--- config.mk ---
export PLATFORM = sky130hd
export DESIGN_NAME = game_status_tracker_flat
export DESIGN_NICKNAME = d
export VERILOG_FILES = /design/src/rtl/pacman_pkg.sv /design/src/rtl/game_status_tracker_if.sv /design/src/rtl/frame_countdown.sv /design/src/rtl/game_status_tracker.sv /design/src/flat_wrapper.sv
export SDC_FILE = /design/constraint.sdc
export NUM_CORES = 1
export LEC_CHECK = 0
export ABC_AREA = 0
export CELL_PAD_IN_SITES_DETAIL_PLACEMENT = 1
export CELL_PAD_IN_SITES_GLOBAL_PLACEMENT = 2
export CORE_UTILIZATION = 36
export DETAILED_ROUTE_END_ITERATION = 10
export HOLD_SLACK_MARGIN = 0.15
export PLACE_DENSITY_LB_ADDON = 0.25
export SKIP_LAST_GASP = 1
export SYNTH_ARGS = -nofsm -noshare
export SYNTH_HDL_FRONTEND = slang
export SYNTH_SLANG_ARGS = --single-unit
export TNS_END_PERCENT = 20
--- constraint.sdc ---
create_clock -name Clk -period 4.8 [get_ports Clk]
set_clock_uncertainty 0.1 [all_clocks]
set_input_delay 0.48 -clock Clk [delete_from_list [all_inputs] [get_ports Clk]]
set_output_delay 0.48 -clock Clk [all_outputs]
set_load 0.02 [all_outputs]
--- src/rtl/pacman_pkg.sv ---
// Shared types and scoring constants for the pacman gameplay status logic.
package pacman_pkg;

  typedef enum logic [2:0] {
    IDLE,
    ALIVE,
    DYING,
    RESPAWN,
    OVER
  } status_state_t;

  localparam int unsigned PTS_PELLET      = 10;
  localparam int unsigned PTS_POWER       = 50;
  localparam int unsigned PTS_GHOST       = 200;
  localparam int unsigned BONUS_THRESHOLD = 10000;
  localparam int unsigned MAX_LIVES       = 7;

  // Counter width able to hold n, never narrower than one bit.
  function automatic int unsigned cnt_width(input int unsigned n);
    return (n < 2) ? 1 : $clog2(n + 1);
  endfunction

endpackage

--- src/rtl/game_status_tracker_if.sv ---
// Gameplay event inputs and status outputs exchanged with the game status tracker.
interface game_status_tracker_if;
  logic        frame_tick;
  logic        playon;
  logic        ghost_hit;
  logic        pellet_eaten;
  logic        power_eaten;
  logic        isGameOver;
  logic        won;
  logic [2:0]  lives;
  logic [15:0] score;
  logic        power_on;
  logic        freeze;
  logic        respawn;

  modport master (
    output frame_tick, playon, ghost_hit, pellet_eaten, power_eaten,
    input  isGameOver, won, lives, score, power_on, freeze, respawn
  );

  modport slave (
    input  frame_tick, playon, ghost_hit, pellet_eaten, power_eaten,
    output isGameOver, won, lives, score, power_on, freeze, respawn
  );
endinterface

--- src/rtl/frame_countdown.sv ---
// Loadable down-counter stepping once per video frame; busy while non-zero.
module frame_countdown #(
  parameter int unsigned WIDTH = 8
) (
  input  logic             clk,
  input  logic             rst_n,
  input  logic             load,
  input  logic [WIDTH-1:0] load_val,
  input  logic             frame_tick,
  input  logic             enable,
  output logic             busy
);
  logic [WIDTH-1:0] count;

  // A load in the same cycle as a frame tick wins.
  always_ff @(posedge clk or negedge rst_n) begin
    if (!rst_n) begin
      count <= '0;
    end else if (load) begin
      count <= load_val;
    end else if (enable && frame_tick && (count != '0)) begin
      count <= count - 1'b1;
    end
  end

  assign busy = (count != '0);
endmodule

--- src/rtl/game_status_tracker.sv ---
// Tracks lives, score, pellets and power mode; sequences death/respawn and raises isGameOver.
// Optional macro BONUS_LIFE_EN grants one extra life per round when score first reaches 10000.
module game_status_tracker
  import pacman_pkg::*;
#(
  parameter int unsigned START_LIVES  = 3,
  parameter int unsigned PELLET_COUNT = 240,
  parameter int unsigned DEATH_FRAMES = 90,
  parameter int unsigned POWER_FRAMES = 360
) (
  input  logic                 Clk,
  input  logic                 Reset,
  game_status_tracker_if.slave bus
);
  localparam int unsigned DW = cnt_width(DEATH_FRAMES);
  localparam int unsigned PW = cnt_width(POWER_FRAMES);

  status_state_t state, state_next;
  logic [2:0]    lives, lives_next, lives_bonus;
  logic [15:0]   score, score_next;
  logic [8:0]    pellets, pellets_next;
  logic          won, won_next;
`ifdef BONUS_LIFE_EN
  logic          bonus_given, bonus_next;
`endif

  logic          death_load, death_en, death_busy;
  logic          pow_load, pow_en, pow_busy;
  logic [PW-1:0] pow_val;

  logic [8:0]    eat_cnt;
  logic [16:0]   score_sum;
  logic          power_eff, win, lethal;

  // A power pellet eaten this cycle already makes a simultaneous ghost edible.
  assign power_eff = pow_busy || bus.power_eaten;
  assign eat_cnt   = 9'(bus.pellet_eaten) + 9'(bus.power_eaten);
  assign score_sum = {1'b0, score}
                   + (bus.pellet_eaten ? 17'(PTS_PELLET) : 17'd0)
                   + (bus.power_eaten  ? 17'(PTS_POWER)  : 17'd0)
                   + ((bus.ghost_hit && power_eff) ? 17'(PTS_GHOST) : 17'd0);
  assign win       = (eat_cnt != '0) && (pellets <= eat_cnt);
  assign lethal    = bus.ghost_hit && !power_eff && !win;

  always_comb begin
    state_next   = state;
    lives_next   = lives;
    lives_bonus  = lives;
    score_next   = score;
    pellets_next = pellets;
    won_next     = won;
    death_load   = 1'b0;
    death_en     = 1'b0;
    pow_load     = 1'b0;
    pow_en       = 1'b0;
    pow_val      = '0;
`ifdef BONUS_LIFE_EN
    bonus_next   = bonus_given;
`endif
    case (state)
      IDLE: begin
        if (bus.playon) begin
          state_next   = ALIVE;
          lives_next   = 3'(START_LIVES);
          score_next   = '0;
          pellets_next = 9'(PELLET_COUNT);
          won_next     = 1'b0;
          pow_load     = 1'b1;
`ifdef BONUS_LIFE_EN
          bonus_next   = 1'b0;
`endif
        end
      end
      ALIVE: begin
        if (!bus.playon) begin
          state_next = IDLE;
          pow_load   = 1'b1;
        end else begin
          pow_en       = 1'b1;
          score_next   = score_sum[16] ? 16'hFFFF : score_sum[15:0];
          pellets_next = (pellets <= eat_cnt) ? '0 : pellets - eat_cnt;
`ifdef BONUS_LIFE_EN
          if (!bonus_given && (score < 16'(BONUS_THRESHOLD)) &&
              (score_next >= 16'(BONUS_THRESHOLD))) begin
            bonus_next = 1'b1;
            if (lives != 3'(MAX_LIVES)) lives_bonus = lives + 3'd1;
          end
`endif
          lives_next = lives_bonus;
          if (bus.power_eaten) begin
            pow_load = 1'b1;
            pow_val  = PW'(POWER_FRAMES);
          end
          if (win) begin
            won_next   = 1'b1;
            state_next = OVER;
          end else if (lethal) begin
            lives_next = lives_bonus - 3'd1;
            pow_load   = 1'b1;
            pow_val    = '0;
            if (lives_bonus == 3'd1) begin
              state_next = OVER;
            end else begin
              state_next = DYING;
              death_load = 1'b1;
            end
          end
        end
      end
      DYING: begin
        if (!bus.playon) begin
          state_next = IDLE;
        end else begin
          death_en = 1'b1;
          if (!death_busy) state_next = RESPAWN;
        end
      end
      RESPAWN: state_next = bus.playon ? ALIVE : IDLE;
      OVER: begin
        if (!bus.playon) begin
          state_next = IDLE;
          won_next   = 1'b0;
        end
      end
      default: state_next = IDLE;
    endcase
  end

  always_ff @(posedge Clk or negedge Reset) begin
    if (!Reset) begin
      state       <= IDLE;
      lives       <= '0;
      score       <= '0;
      pellets     <= '0;
      won         <= 1'b0;
`ifdef BONUS_LIFE_EN
      bonus_given <= 1'b0;
`endif
    end else begin
      state       <= state_next;
      lives       <= lives_next;
      score       <= score_next;
      pellets     <= pellets_next;
      won         <= won_next;
`ifdef BONUS_LIFE_EN
      bonus_given <= bonus_next;
`endif
    end
  end

  frame_countdown #(.WIDTH(DW)) u_death (
    .clk        (Clk),
    .rst_n      (Reset),
    .load       (death_load),
    .load_val   (DW'(DEATH_FRAMES)),
    .frame_tick (bus.frame_tick),
    .enable     (death_en),
    .busy       (death_busy)
  );

  frame_countdown #(.WIDTH(PW)) u_power (
    .clk        (Clk),
    .rst_n      (Reset),
    .load       (pow_load),
    .load_val   (pow_val),
    .frame_tick (bus.frame_tick),
    .enable     (pow_en),
    .busy       (pow_busy)
  );

  assign bus.isGameOver = (state == OVER);
  assign bus.won        = won;
  assign bus.lives      = lives;
  assign bus.score      = score;
  assign bus.power_on   = pow_busy;
  assign bus.freeze     = (state == DYING);
  assign bus.respawn    = (state == RESPAWN);
endmodule

--- src/flat_wrapper.sv ---
// flat-port wrapper written by rule: the top's interface ports become plain ports
module game_status_tracker_flat import pacman_pkg::*;
#(
  parameter int unsigned START_LIVES  = 3,
  parameter int unsigned PELLET_COUNT = 240,
  parameter int unsigned DEATH_FRAMES = 90,
  parameter int unsigned POWER_FRAMES = 360
)
  (Clk, Reset, bus_frame_tick, bus_playon, bus_ghost_hit, bus_pellet_eaten, bus_power_eaten, bus_isGameOver, bus_won, bus_lives, bus_score, bus_power_on, bus_freeze, bus_respawn);
  game_status_tracker_if bus_i ();
  input  logic Clk;
  input  logic Reset;
  input wire logic [$bits(bus_i.frame_tick)-1:0] bus_frame_tick;
  input wire logic [$bits(bus_i.playon)-1:0] bus_playon;
  input wire logic [$bits(bus_i.ghost_hit)-1:0] bus_ghost_hit;
  input wire logic [$bits(bus_i.pellet_eaten)-1:0] bus_pellet_eaten;
  input wire logic [$bits(bus_i.power_eaten)-1:0] bus_power_eaten;
  output wire logic [$bits(bus_i.isGameOver)-1:0] bus_isGameOver;
  output wire logic [$bits(bus_i.won)-1:0] bus_won;
  output wire logic [$bits(bus_i.lives)-1:0] bus_lives;
  output wire logic [$bits(bus_i.score)-1:0] bus_score;
  output wire logic [$bits(bus_i.power_on)-1:0] bus_power_on;
  output wire logic [$bits(bus_i.freeze)-1:0] bus_freeze;
  output wire logic [$bits(bus_i.respawn)-1:0] bus_respawn;
  assign bus_i.frame_tick = bus_frame_tick;
  assign bus_i.playon = bus_playon;
  assign bus_i.ghost_hit = bus_ghost_hit;
  assign bus_i.pellet_eaten = bus_pellet_eaten;
  assign bus_i.power_eaten = bus_power_eaten;
  assign bus_isGameOver = bus_i.isGameOver;
  assign bus_won = bus_i.won;
  assign bus_lives = bus_i.lives;
  assign bus_score = bus_i.score;
  assign bus_power_on = bus_i.power_on;
  assign bus_freeze = bus_i.freeze;
  assign bus_respawn = bus_i.respawn;
  game_status_tracker #(.START_LIVES(START_LIVES), .PELLET_COUNT(PELLET_COUNT), .DEATH_FRAMES(DEATH_FRAMES), .POWER_FRAMES(POWER_FRAMES)) u_core (.Clk(Clk), .Reset(Reset), .bus(bus_i));
endmodule
Word level (Yosys, flattened, before mapping)
Index checks and enable logic that the tools add are counted.

Bits in registers: 48. Input port bits: 7. Output and inout bits: 24. Logic and storage cells: 105.

Add/sub/neg operators: 8. Order comparisons: 1. Equality and inequality tests: 13. Multiplexer cells: 53. Reductions and logical operators: 23.

Operator list (number): 2-to-1 mux 9 bit (10); 2-to-1 mux 16 bit (3); 2-to-1 mux 3 bit (12); adder 17 bit (2); one-hot mux 16 bit (2 select lines) (1); one-hot mux 9 bit (2 select lines) (1); nonzero test 9 bit (2); adder 16 x 17 -> 17 bit (1); 2-to-1 mux 1 bit (17); one-hot mux 3 bit (5 select lines) (1); 2-to-1 mux 7 bit (2); AND reduction 5 bit (2); <= comparator 9 bit (1); subtractor 9 x 1 -> 9 bit (second input constant) (1); subtractor 9 bit (1); logical AND 1 bit (8); 2-to-1 mux 8 bit (1); inequality test 2 bit (second input constant) (4); nonzero test 7 bit (1); subtractor 7 x 1 -> 7 bit (second input constant) (1); == test 3 x 1 -> 1 bit (second input constant) (2); == test 3 x 2 -> 1 bit (second input constant) (2); 2-to-1 mux 6 bit (1); one-hot mux 3 bit (2 select lines) (1); other kinds (16) (20).

Logic depth before layout (Yosys ltp)
Gate-level depths: netlist of the first run.

Depth in word-level cells: 10. Mapped depth: 15.

Hierarchy
Synthesis of the first run repeated with hierarchy kept, for this count alone.

Cell total of the unflattened synthesis: 387. Area, all modules: 3472.1 um^2.

Modules (own cells, without submodules): game_status_tracker (instances 1, cells each 250, area an instance 2229.6 um^2, sequential area each 800.8 um^2); frame_countdown (u_core.u_power) (instances 1, cells each 78, area an instance 713.2 um^2, sequential area each 225.2 um^2); frame_countdown (u_core.u_death) (instances 1, cells each 59, area an instance 529.3 um^2, sequential area each 175.2 um^2).

Least setup slack after synthesis of the first run
Ideal clock, no wire load.

Kind: reg2reg. Start: register u_core.u_power.count[4]. End: register u_core.score[14] (netlist: u_core.bus.score[14]). Library setup time: 126 ps. Data arrival time: 3461 ps. Data required time: 4574 ps. Path slack: 1113 ps. Stages on the path, launching flop included: 14. Buffers on the path: 0. Clock period less this slack: 3687 ps. Path through: dfrtp_1 nor4_4 nand4b_4 o21a_1 xnor2_1 ha_1 a21o_1 ha_1 a211oi_1 o21ai_0 o31a_1 nand3_1 mux2_2 a221o_1.

Longest elaborated chain between the ends: 8.

Ends and longest elaborated chain: start: declaration (line frame_countdown.sv:13) `logic [WIDTH-1:0] count;`; start signal: assignment (line frame_countdown.sv:20) `count <= load_val;`; start signal: assignment (line frame_countdown.sv:22) `count <= count - 1'b1;`; nonzero test 9 bit (line frame_countdown.sv:26) `assign busy = (count != '0);`; via bus_power_on (line flat_wrapper.sv:22) `output wire logic [$bits(bus_i.power_on)-1:0] bus_power_on;`; logical OR 1 bit (line game_status_tracker.sv:36) `assign power_eff = pow_busy || bus.power_eaten;`; logical AND 1 bit (line game_status_tracker.sv:41) `+ ((bus.ghost_hit && power_eff) ? 17'(PTS_GHOST) : 17'd0);`; 2-to-1 mux 8 bit (line game_status_tracker.sv:41); adder 17 bit (line game_status_tracker.sv:41); 2-to-1 mux 16 bit (line game_status_tracker.sv:80) `score_next = score_sum[16] ? 16'hFFFF : score_sum[15:0];`; 2-to-1 mux 16 bit (line game_status_tracker.sv:75) `if (!bus.playon) begin`; one-hot mux 16 bit (2 select lines) (line game_status_tracker.sv:60) `case (state)`; end signal: assignment (line game_status_tracker.sv:142) `score <= score_next;`; end: declaration (line game_status_tracker.sv:20) `logic [15:0] score, score_next;`.

The timed path passes the listed nets, and every way through them passes these cells. The select of a mux whose other input is x is not followed. A chain may end at the register's enable or synchronous reset.

Worst setup path after layout of the first run
Start: register u_core.u_power.count[4]. End: register u_core.score[14] (netlist: u_core.bus.score[14]).

Longest elaborated chain between the ends: 8.

Ends and longest elaborated chain (line): nonzero test 9 bit (frame_countdown.sv:26); logical OR 1 bit (game_status_tracker.sv:36); logical AND 1 bit (game_status_tracker.sv:41); 2-to-1 mux 8 bit (game_status_tracker.sv:41); adder 17 bit (game_status_tracker.sv:41); 2-to-1 mux 16 bit (game_status_tracker.sv:80); 2-to-1 mux 16 bit (game_status_tracker.sv:75); one-hot mux 16 bit (2 select lines) (game_status_tracker.sv:60).

Every way passes these cells. The select of a mux whose other input is x is not followed.

==> impl_metrics.yaml, run 1 <==
status:
  status: "completed"
global_routing:
  antenna_found_initial: 0
  grt_pass1_vias: 2890
  global_route.usage.total: 0.206
  grt_max_degree: 49
  grt_pass1_wl_mm: 14.5
  grt.overflow.total: 0
logic_synthesis:
  avgSynthCellArea_um2: 8.96
  synth_cell_types: 57
  netlist_area_um2: 3140
  synth_top_area_frac: 0.383
  ys_seq_elements: 48
  synth_ff_type: "dfrtp_1"
  synth_area_leaders: "dfrtp_1 (38%), ha_1 (8.0%), nor2_1 (4.3%), nand2_1 (3.8%), o21ai_0 (3.7%)"
  ys_seq_area_frac: 0.383
  yosysTopAreaCell: "dfrtp_1"
  synth_cells: 350
  async_reset_ff_frac: 1.00
  syn-num-nets: 379
  ys_warn_count: 0
  synth-edff-count: 0
setup_path:
  startpoint_type: "register"
  crit_path_max_fanout: 8
  critPathCaptureType: "register"
  arrival_ns: 4.08
  path_class: "register to register"
  required_ns: 4.89
drt:
  drt_iter0_markers: 99
  dr.pass1.iters: 4
  postRouteAntennaNets: 0
  met1_length_mm: 4.31
  routed_wl_mm: 8.55
  vias: 2733
  wl_per_cell_um: 17.7
  dr_wl_met3_um: 214
  viasPerCell: 5.65
  highest_layer: "met4"
  met2_length_mm: 3.93
  drcViolationCount: 0
layout:
  fin_nets: 407
  num-fill-cells: 981
  fin_area_um2: 3630
  multi_input_area_um2: 1810
  utilization: 0.435
  regArea_um2: 1200
  synthToLayoutAreaGrowth_pct: 15.7
  drive_gt1_frac: 0.0580
  n_antenna_cell: 0
power:
  p_int_uw: 865
  pwr-share-comb: 0.429
  power.density_nw_per_um2: 408
  leakagePower_uw: 0.00159
  swShare: 0.416
  vdd_ir_drop_max_v: 0.000183
  power.share.clock: 0.171
  power_uw: 1480
  power_frac_seq: 0.400
  p_sw_uw: 617
job:
  max_cap_violations: 0
floorplan:
  core_um2: 8340
  die_h_um: 95.3
  dieArea_um2: 9090
  dieWidth_um: 95.3
  rows: 33
  initial_utilization: 0.376
  io_pins: 31
clocking:
  htreeDepth: 2
  cts_tree: "done"
  clockBufferDepth: 2
  clockRootBuffer: "clkbuf_8"
  cts.sink_count: 48
  cts_buffers: 5
  cts_hold_buf: 0
  cts_resized: 0
  cts_setup_buffers: 0
  clkLatencyLatePin_ns: 0.31
  clk_pin_slew_ns: 0.10
timing:
  rsz0062_at_grt: "false"
  finalCriticalPeriod_ns: 3.99
  period_share: 0.831
  max_freq_ghz: 0.251
  tns_ns: 0
  setup_slack_ns: 0.811
  setup_violations: 0
  relSlewSlack: 0.520
  worst_pin_slew_ns: 0.721
  hold_violations: 0
  finalMaxSlewViolations: 0
place:
  port-buffer-count: 30
  placed_area_um2: 3540
  post-place-ws_ns: 0.688
  dpl.hpwl_mm: 6.25
  gp_congestion: 0.757
worst_hold_path:
  worst_hold_path_type: "primary input to asynchronous set/reset pin"
[registers in the layout, indices dropped and copies added (netlist names)]
register and count:
u_core.bus.lives 3, u_core.bus.score 16, u_core.bus.won 1, u_core.pellets 9, u_core.state 3, u_core.u_death.count 7, u_core.u_power.count 9
[critical path: stages (launching register included)]
cell and delay, ns:
dfrtp_1 0.46, nor4_4 0.41, nand4b_4 0.24, o21a_1 0.27, xnor2_1 0.14, ha_1 0.17, a21o_1 0.16, ha_1 0.32
a211oi_1 0.33, o21ai_0 0.21, o31a_1 0.33, nand3_1 0.11, mux2_2 0.33, a221o_1 0.29
[final timing paths]
check                                   startpoint                 endpoint  slack [ns]  depth (start not counted)
max                        u_core.u_power.count[4]     u_core.bus.score[14]        0.81                         13
min                                          Reset        u_core.pellets[5]        0.17                          2
max reg2reg                u_core.u_power.count[4]     u_core.bus.score[14]        0.81                         13
min reg2reg                    u_core.bus.score[4]      u_core.bus.score[4]        0.43                          2
max in group asynchronous                    Reset  u_core.u_power.count[3]        3.99                          2
min in group Clk               u_core.bus.score[4]      u_core.bus.score[4]        0.43                          2
[cells in the mapped netlist, drive strengths merged (6+ instances only)]
master / n
a21oi: 21
nor3: 11
nand2: 33
a22o: 6
a31oi: 6
nand3: 13
dfrtp: 48
a211oi: 11
o21ai: 24
xor2: 6
clkbuf: 11
inv: 19
xnor2: 9
ha: 20
nor2: 37
[through the flow]
step / hold WS, ns / std cells
final: 0.166 / 484
after floorplan: 0.0844 / 350
after global placement: 0.390 / 476
after CTS: 0.202 / 484
after global routing: 0.234 / 484
after detailed placement: 0.410 / 476
[metal layers]
layer  track usage  up-vias
li1              -     1332
met1         0.286     1359
met2         0.334       35
met3        0.0335        7
met4        0.0518        0
met5             0        -
[cells by family (layout without fill, tap and decap cells)]
kind of cell             count (synthesis)  after routing  share of synthesized area
AND/OR/NAND/NOR                        124            124                      0.203
AO/OA/AOI/OAI                          106            106                      0.230
flip-flops                              48             48                      0.383
buffers and inverters                   32             61                     0.0391
adder cells (fa/ha/maj)                 22             22                     0.0925
XOR/XNOR                                15             15                     0.0419
multiplexers                             3              3                     0.0104
[area by class of cell]
type / instances / area share
Multi-Input combinational cell: 270 / 0.499
Inverter: 19 / 0.0196
Sequential cell: 48 / 0.331
Timing Repair Buffer: 34 / 0.0896
Tap cell: 105 / 0.0362
Clock buffer: 5 / 0.0190
Clock inverter: 3 / 0.00517
[cell usage in the layout, fill, tap and decap left out, types with 5 or more instances in the layout]
master and instances:
a31oi_1 6, dfrtp_1 48, a221o_1 5, nor2_1 36, nor3_1 11, clkbuf_8 5, a21oi_1 20, nand2_1 32
ha_1 20, xnor2_1 9, nand3_1 13, a22o_1 6, o21ai_0 23, and2_1 5, clkdlybuf4s50_1 29, xor2_1 6
inv_1 19, a211oi_1 11
[power by group through the flow]
| stage | logic (µW) | registers (µW) | clock network, µW |
|---|---|---|---|
| CTS | 643 | 593 | 260 |
| global placement | 624 | 595 | 0 |
| finish | 636 | 593 | 254 |
| detailed placement | 637 | 599 | 0 |
| floorplan | 414 | 601 | 0 |
| global route | 716 | 608 | 278 |
Note: power is estimated with default switching activity, not from simulation.
==> run 2: changes to the inputs <==
Settings changed: CORE_UTILIZATION 36 to 32.
Clock period 4.8 ns to 3.6 ns, I/O delays scaled along.
==> impl_metrics.yaml, run 2 (synthesis results as in run 1) <==
status:
  status: "completed"
clocking:
  clkLatencyLatePin_ns: 0.31
  cts.sink_count: 48
  htreeDepth: 2
  clockRootBuffer: "clkbuf_8"
  clockBufferDepth: 2
  cts_tree: "done"
  clk_pin_slew_ns: 0.10
  cts_buffers: 5
drt:
  drt_iter0_markers: 101
  viasPerCell: 5.39
  routed_wl_mm: 9.03
  dr.pass1.iters: 4
  drcViolationCount: 0
  postRouteAntennaNets: 0
  wl_per_cell_um: 17.4
  vias: 2803
setup_path:
  required_ns: 3.70
  arrival_ns: 3.58
  startpoint_type: "register"
  path_class: "register to register"
  crit_path_max_fanout: 5
  critPathCaptureType: "register"
global_routing:
  grt_pass1_vias: 2919
  grt_pass1_wl_mm: 15.3
  grt.overflow.total: 0
  global_route.usage.total: 0.193
  grt_max_degree: 32
  antenna_found_initial: 0
timing:
  worst_pin_slew_ns: 0.780
  finalMaxSlewViolations: 0
  setup_violations: 0
  tns_ns: 0
  hold_violations: 0
  rsz0062_at_grt: "true"
  relSlewSlack: 0.480
  period_share: 0.965
  max_freq_ghz: 0.288
  holdWs_ns: 0.427
  finalCriticalPeriod_ns: 3.47
floorplan:
  dieArea_um2: 10200
  rows: 35
  core_um2: 9370
  dieWidth_um: 101
  initial_utilization: 0.335
  io_pins: 31
  die_h_um: 101
layout:
  most-common-layout-cells: "dfrtp_1 (47), nor2_1 (36), nand2_1 (32), clkdlybuf4s50_1 (29), o21ai_0 (22)"
  fin_nets: 420
  top_register: "u_core.bus.score"
  largest_reg_flops: 16
  drive_gt1_frac: 0.102
  num-fill-cells: 1110
  final_common_cell: "dfrtp_1"
  synthToLayoutAreaGrowth_pct: 22.5
  n_antenna_cell: 0
  top_regs: "u_core.bus.score x16, u_core.pellets x9, u_core.u_power.count x9"
power:
  p_sw_uw: 850
  power_uw: 2210
  p_int_uw: 1360
  power.share.clock: 0.212
  vdd_ir_drop_max_v: 0.000211
  swShare: 0.385
  leakagePower_uw: 0.00167
  power.density_nw_per_um2: 574
  power_frac_seq: 0.354
  pwr-share-comb: 0.435
place:
  port-buffer-count: 30
  gp_congestion: 0.822
  dpl.hpwl_mm: 6.77
worst_hold_path:
  worst_hold_path_type: "register to register"
job:
  max_cap_violations: 0
==> run 2: cell types whose count changed in the layout (fill, tap and decap cells not counted), sizes merged <==
cell / delta
clkinv: -3
buf: +12
dlygate4sd3: +1
bufinv: +2
==> run 2: what timing repair did <==
item	in CTS	in global routing
hold endpoints to repair	30	0
buffers inserted	0	2
gates resized for setup	0	6
setup endpoints to repair	0	7
hold buffers	1	0
==> run 2: metrics by stage <==
step | instance area, µm² | util | setup slack (ns) | std cells
final | 3840 | 0.410 | 0.125 | 520
after global routing | 3840 | 0.410 | -0.0101 | 520
after CTS | 3800 | 0.406 | 0.0205 | 518
after detailed placement | 3660 | 0.391 | 0.0417 | 510
after global placement | 3660 | 0.391 | 0.132 | 510
after floorplan | 3150 | - | 0.0744 | 350
==> run 2: area by class of cell <==
cell class | count | area, µm² | area share
Clock buffer | 5 | 68.8 | 0.0179
Clock inverter | 2 | 60.1 | 0.0156
Inverter | 19 | 71.3 | 0.0186
Multi-Input combinational cell | 270 | 1850 | 0.482
Sequential cell | 48 | 1200 | 0.313
Tap cell | 129 | 161 | 0.0420
Timing Repair Buffer | 47 | 425 | 0.111
==> run 2: final timing paths <==
| check | startpoint | to | slack (ns) | depth (start not counted) |
|---|---|---|---|---|
| worst max register to register | u_core.u_power.count[5] | u_core.bus.score[9] | 0.13 | 14 |
| max in group asynchronous | Reset | u_core.bus.score[5] | 2.04 | 3 |
| worst min-delay path | u_core.u_power.count[8] | u_core.u_power.count[8] | 0.43 | 1 |
| worst min register to register | u_core.u_power.count[8] | u_core.u_power.count[8] | 0.43 | 1 |
| min in group asynchronous | Reset | u_core.bus.score[10] | 0.57 | 2 |
| worst max-delay path | u_core.u_power.count[5] | u_core.bus.score[9] | 0.13 | 14 |
==> run 2: layer usage <==
layer / global-route usage / wire, µm / vias up
li1: - / - / 1353
met1: 0.268 / 4600 / 1410
met2: 0.316 / 4190 / 31
met3: 0.0277 / 160 / 9
met4: 0.0468 / 78 / 0
met5: 0 / 0 / -
==> run 2: critical path, stage by stage, from the launching register on <==
cell,delay [ns]
dfrtp_2,0.45
nor4_4,0.34
nand4b_4,0.14
o21a_1,0.23
xnor2_1,0.14
ha_1,0.18
a21o_1,0.17
ha_4,0.24
a31oi_1,0.27
a22oi_1,0.18
buf_4,0.18
a21o_1,0.18
a21oi_2,0.22
o21bai_1,0.10
a22o_1,0.24
==> run 2: power groups by stage <==
stage	clock (µW)	sequential, µW	combinational, µW
after global routing	495	799	1060
after detailed placement	0	788	930
final	467	781	960
after global placement	0	786	911
after floorplan	0	802	573
after CTS	476	780	938
